`src/rtl/id_ex_pipe_reg.sv`:
```
// Decode-to-execute pipeline register with stall/flush, a stage valid bit and
// saturating stall/bubble counters for performance debug.
module id_ex_pipe_reg #(
    parameter int                 CTRL_W   = 16,
    parameter logic [CTRL_W-1:0]  CTRL_RST = '0,
    parameter int                 DATA_W   = 32,
    parameter int                 NUM_DATA = 4,
    parameter int                 WA_W     = 4,
    parameter int                 CNT_W    = 16
) (
    input  logic                         clk,
    input  logic                         reset_n,
    input  logic                         Stall,
    input  logic                         Flush,
    input  logic                         ClrCnt,
    input  logic                         ValidD,
    input  logic [CTRL_W-1:0]            CtrlD,
    input  logic [NUM_DATA*DATA_W-1:0]   DataD,
    input  logic [WA_W-1:0]              WA3D,
    output logic                         ValidE,
    output logic [CTRL_W-1:0]            CtrlE,
    output logic [NUM_DATA*DATA_W-1:0]   DataE,
    output logic [WA_W-1:0]              WA3E,
    output logic [CNT_W-1:0]             StallCount,
    output logic [CNT_W-1:0]             BubbleCount
);

    localparam logic [CNT_W-1:0] CNT_MAX = '1;

    logic stall_evt;
    logic bubble_evt;

    // Flush wins over Stall; a load of an empty decode slot is also a bubble.
    assign stall_evt  = Stall && !Flush;
    assign bubble_evt = Flush || (!Stall && !ValidD);

    // NOTE: non-blocking assignments keep every register sampling pre-edge values.
    always_ff @(posedge clk or negedge reset_n) begin
        if (!reset_n) begin
            ValidE <= 1'b0;
            CtrlE  <= CTRL_RST;
            DataE  <= '0;
            WA3E   <= '0;
        end else if (Flush) begin
            // NOTE: data and destination hold on a bubble; ValidE/CtrlE alone make it harmless.
            ValidE <= 1'b0;
            CtrlE  <= CTRL_RST;
        end else if (!Stall) begin
            ValidE <= ValidD;
            CtrlE  <= ValidD ? CtrlD : CTRL_RST;
            DataE  <= DataD;
            WA3E   <= WA3D;
        end
    end

    always_ff @(posedge clk or negedge reset_n) begin
        if (!reset_n) begin
            StallCount  <= '0;
            BubbleCount <= '0;
        end else if (ClrCnt) begin
            StallCount  <= '0;
            BubbleCount <= '0;
        end else begin
            if (stall_evt && (StallCount != CNT_MAX)) begin
                StallCount <= StallCount + CNT_W'(1);
            end
            if (bubble_evt && (BubbleCount != CNT_MAX)) begin
                BubbleCount <= BubbleCount + CNT_W'(1);
            end
        end
    end

endmodule

```
`config.mk`:
```
export PLATFORM = sky130hd
export DESIGN_NAME = id_ex_pipe_reg
export DESIGN_NICKNAME = d
export VERILOG_FILES = /design/src/rtl/id_ex_pipe_reg.sv
export SDC_FILE = /design/constraint.sdc
export NUM_CORES = 1
export LEC_CHECK = 0
export CAP_MARGIN = 20
export CORE_MARGIN = 2
export CORE_UTILIZATION = 37
export DETAILED_ROUTE_END_ITERATION = 10
export GPL_ROUTABILITY_DRIVEN = 0
export PLACE_DENSITY = 0.76
export REMOVE_ABC_BUFFERS = 1
export SETUP_SLACK_MARGIN = 0.1
export SLEW_MARGIN = 20
export SYNTH_ARGS = -nofsm -noshare
export SYNTH_HDL_FRONTEND = slang
export SYNTH_SLANG_ARGS = --single-unit
export TNS_END_PERCENT = 20
```
`constraint.sdc`:
```
create_clock -name clk -period 1.5 [get_ports clk]
set_clock_uncertainty 0.05 [all_clocks]
set_input_delay 0.3 -clock clk [delete_from_list [all_inputs] [get_ports clk]]
set_output_delay 0.3 -clock clk [all_outputs]
set_load 0.01 [all_outputs]
```
==> results <==
stage by stage:
stage | hold slack (ns) | utilization, % | worst slack [ns]
floorplan | -0.0456 | - | -5.34
global placement | 0.188 | 60.1 | -0.488
detailed placement | 0.192 | 60.1 | -0.567
CTS | 0.253 | 63.0 | -0.111
global route | 0.279 | 62.4 | -0.247
finish | 0.275 | 62.4 | -0.166
path summary, 6_finish.rpt:
| kind | start | end | depth (start not counted) |
|---|---|---|---|
| hold / removal | Stall | ValidE$_DFFE_PN0N_ | 3 |
| min in group asynchronous | reset_n | StallCount[13]$_DFFE_PN0P_ | 2 |
| max in group asynchronous | reset_n | DataE[17]$_DFFE_PN0P_ | 3 |
| setup / recovery | BubbleCount[1]$_DFFE_PN0P_ | BubbleCount[14]$_DFFE_PN0P_ | 5 |
| hold reg to reg | DataE[32]$_DFFE_PN0P_ | DataE[32]$_DFFE_PN0P_ | 1 |
| setup reg to reg | BubbleCount[1]$_DFFE_PN0P_ | BubbleCount[14]$_DFFE_PN0P_ | 5 |
state kept, by name, summed over array words and instances, names as in the netlist:
name and count:
DataE 128, BubbleCount 16, WA3E 4, CtrlE 16
ValidE 1, StallCount 16
synthesized netlist by cell type, types with 2 or more instances:
cell / count
mux2_2: 132
a2111oi_1: 2
ha_1: 2
nand4b_1: 2
buf_2: 12
nor4_1: 4
a22o_1: 16
dfrtp_1: 181
inv_1: 3
nand2_1: 12
nor2_1: 32
clkbuf_1: 10
a311oi_1: 2
xor2_1: 4
or3_1: 4
a31oi_1: 4
nor3_1: 10
nand3_1: 8
and4_1: 2
and3_1: 2
a21oi_1: 9
nand4_1: 8
o21ai_0: 4
xnor2_1: 17
and2_1: 2
a211oi_1: 4
layer usage:
| metal | wire length (um) | GRT usage [%] | vias up |
|---|---|---|---|
| li1 | - | - | 2693 |
| met1 | 8990 | 25.6 | 2904 |
| met2 | 11300 | 36.1 | 227 |
| met3 | 1370 | 4.93 | 46 |
| met4 | 656 | 7.38 | 0 |
| met5 | 0 | 0 | - |
repair_timing:
item,CTS,global route
resized for setup,736,91
cloned,0,0
endpoints found under the setup margin,359,114
hold endpoints to repair,27,0
pin swaps,12,23
setup buffers,24,1
hold buffers,1,0
power by group through the flow:
stage	Combinational [mW]	Clock [mW]	Sequential, mW
after floorplan	0.671	0	6.07
after global placement	2.87	0	5.78
after detailed placement	2.91	0	5.80
after CTS	2.55	4.47	5.70
after global routing	2.56	4.63	5.76
final	2.38	4.32	5.69
cell families (layout without fill, tap and decap cells):
group	Yosys count	count (layout)	share of synthesized area (%)
AND/OR/NAND/NOR	95	95	6.95
adder cells (fa/ha/maj)	2	2	0.347
flip-flops	181	181	62.9
multiplexers	133	133	20.8
XOR/XNOR	21	21	2.55
buffers and inverters	27	477	1.68
AO/OA/AOI/OAI	46	46	4.81
critical path, stage by stage, from the launching register on:
cell and delay (ns):
dfrtp_1 0.36, ha_2 0.19, nand4_1 0.20, or3_4 0.47, nor4b_4 0.21, nor3_1 0.07
final cells by class:
type | instances | area (um^2) | area share [%]
flip-flops and latches | 181 | 4530 | 37.7
well taps | 265 | 332 | 2.76
inverters | 3 | 11.3 | 0.0936
clock inverters | 14 | 140 | 1.17
clock buffers | 18 | 439 | 3.65
repair buffers | 442 | 3730 | 31.1
multi-input cells | 297 | 2840 | 23.6
==> flow_summary.toml <==
[timing]
setup_ws_ns = -0.166
fmax_ghz = 0.600
relSlewSlack_pct = 73.0
period_share_pct = 111
slew_viol_final = 0
rsz0062_at_grt = "true"
post-route-min-period_ns = 1.67
final_hold_viol_count = 0
fin_tns_setup_ns = -2.68
setup_viol = 33
tightestPinTransition_ns = 0.405

[clock_network]
cts.sinks = 181
clock_latency_ns = 0.42
clock_path_buffers = 2
cts_tree = "yes"
numCtsBuffers = 17
ctsRootBufferMaster = "clkbuf_16"
clk_pin_slew_ns = 0.07
cts_max_level = 4

[power]
p_int_mw = 9.01
p_comb_share_pct = 19.2
switching_share_pct = 27.3
finalPower_mw = 12.4
cellLeakagePower_nw = 5.37
worst_ir_drop_vdd_mv = 0.748
p_switching_mw = 3.38
seq_power_share_pct = 45.9
power_density_nw_per_um2 = 1030
p_clk_share_pct = 34.9

[logic_synthesis]
synth_seq_cells = 181
synth_area_um2 = 7200
synth.largest_area_cell = "dfrtp_1"
yosysWarnings = 0
synth_edf_count = 0
ys.flop_type = "dfrtp_1"
ys_seq_area_share_pct = 62.9
yosys.area.top_type_share_pct = 62.9
syn_area_per_cell_um2 = 14.3
yosysUniqueCellTypes = 43
ys_top_cells_by_area = "dfrtp_1 63%, mux2_2 21%, xnor2_1 2.1%, a22o_1 1.9%, nor2_1 1.7%"
syn-instance-count = 505
ys_async_sr_fraction_pct = 100

[worst_setup_path]
worstSetupPathType = "reg -> reg"
crit_arrival_ns = 1.92
cp_data_required_time_ns = 1.76
reg2reg_slack_ns = -0.17
cp_max_fo = 4
endpoint_kind = "flip-flop"
start_kind = "flip-flop"

[final_layout]
finalNonFillerCells = 1220
antenna_cells = 0
stdcell_area_um2 = 12000
nets = 1098
fillers = 1581
final_cell_mix = "180 x dfrtp_1, 150 x clkdlybuf4s50_1, 142 x buf_2"
final_common_cell = "dfrtp_1"
drive_above_1_share_pct = 51.9
areaGrowthSynthToFinish_pct = 67.0

[grt]
grt_first_pass_wirelength_mm = 33.3
grt_pass1_vias = 6066
grt_overflow = 0
antenna_found_initial = 1
grt_start_max_net_pins = 37
grt.total_usage_pct = 20.9

[place]
hpwlAfterDp_mm = 16.0
port_buffers = 334
dp.cells = 1162
place_area_um2 = 11600

[floorplanning]
core_area_um2 = 19300
initial_core_util_pct = 37.4
chipWidth_um = 144
rows = 51
ioPinCount = 335
die-area_um2 = 20600
die_h_um = 144

[detailed_routing]
antenna_left = 0
drtIter0Drc = 151
vias = 5870
via_per_inst = 4.81
wl_mm = 22.3
drt-wirelength-per-cell_um = 18.3
drt-pass1-iter-count = 4
drcViolationCount = 0

[hold_path]
holdCritPathClass = "in -> reg"

[status]
status = "finished, violations left"
violations = "negative setup slack"

[run]
cap_viol_max_count = 0
Note: power is estimated with default switching activity, not from simulation.
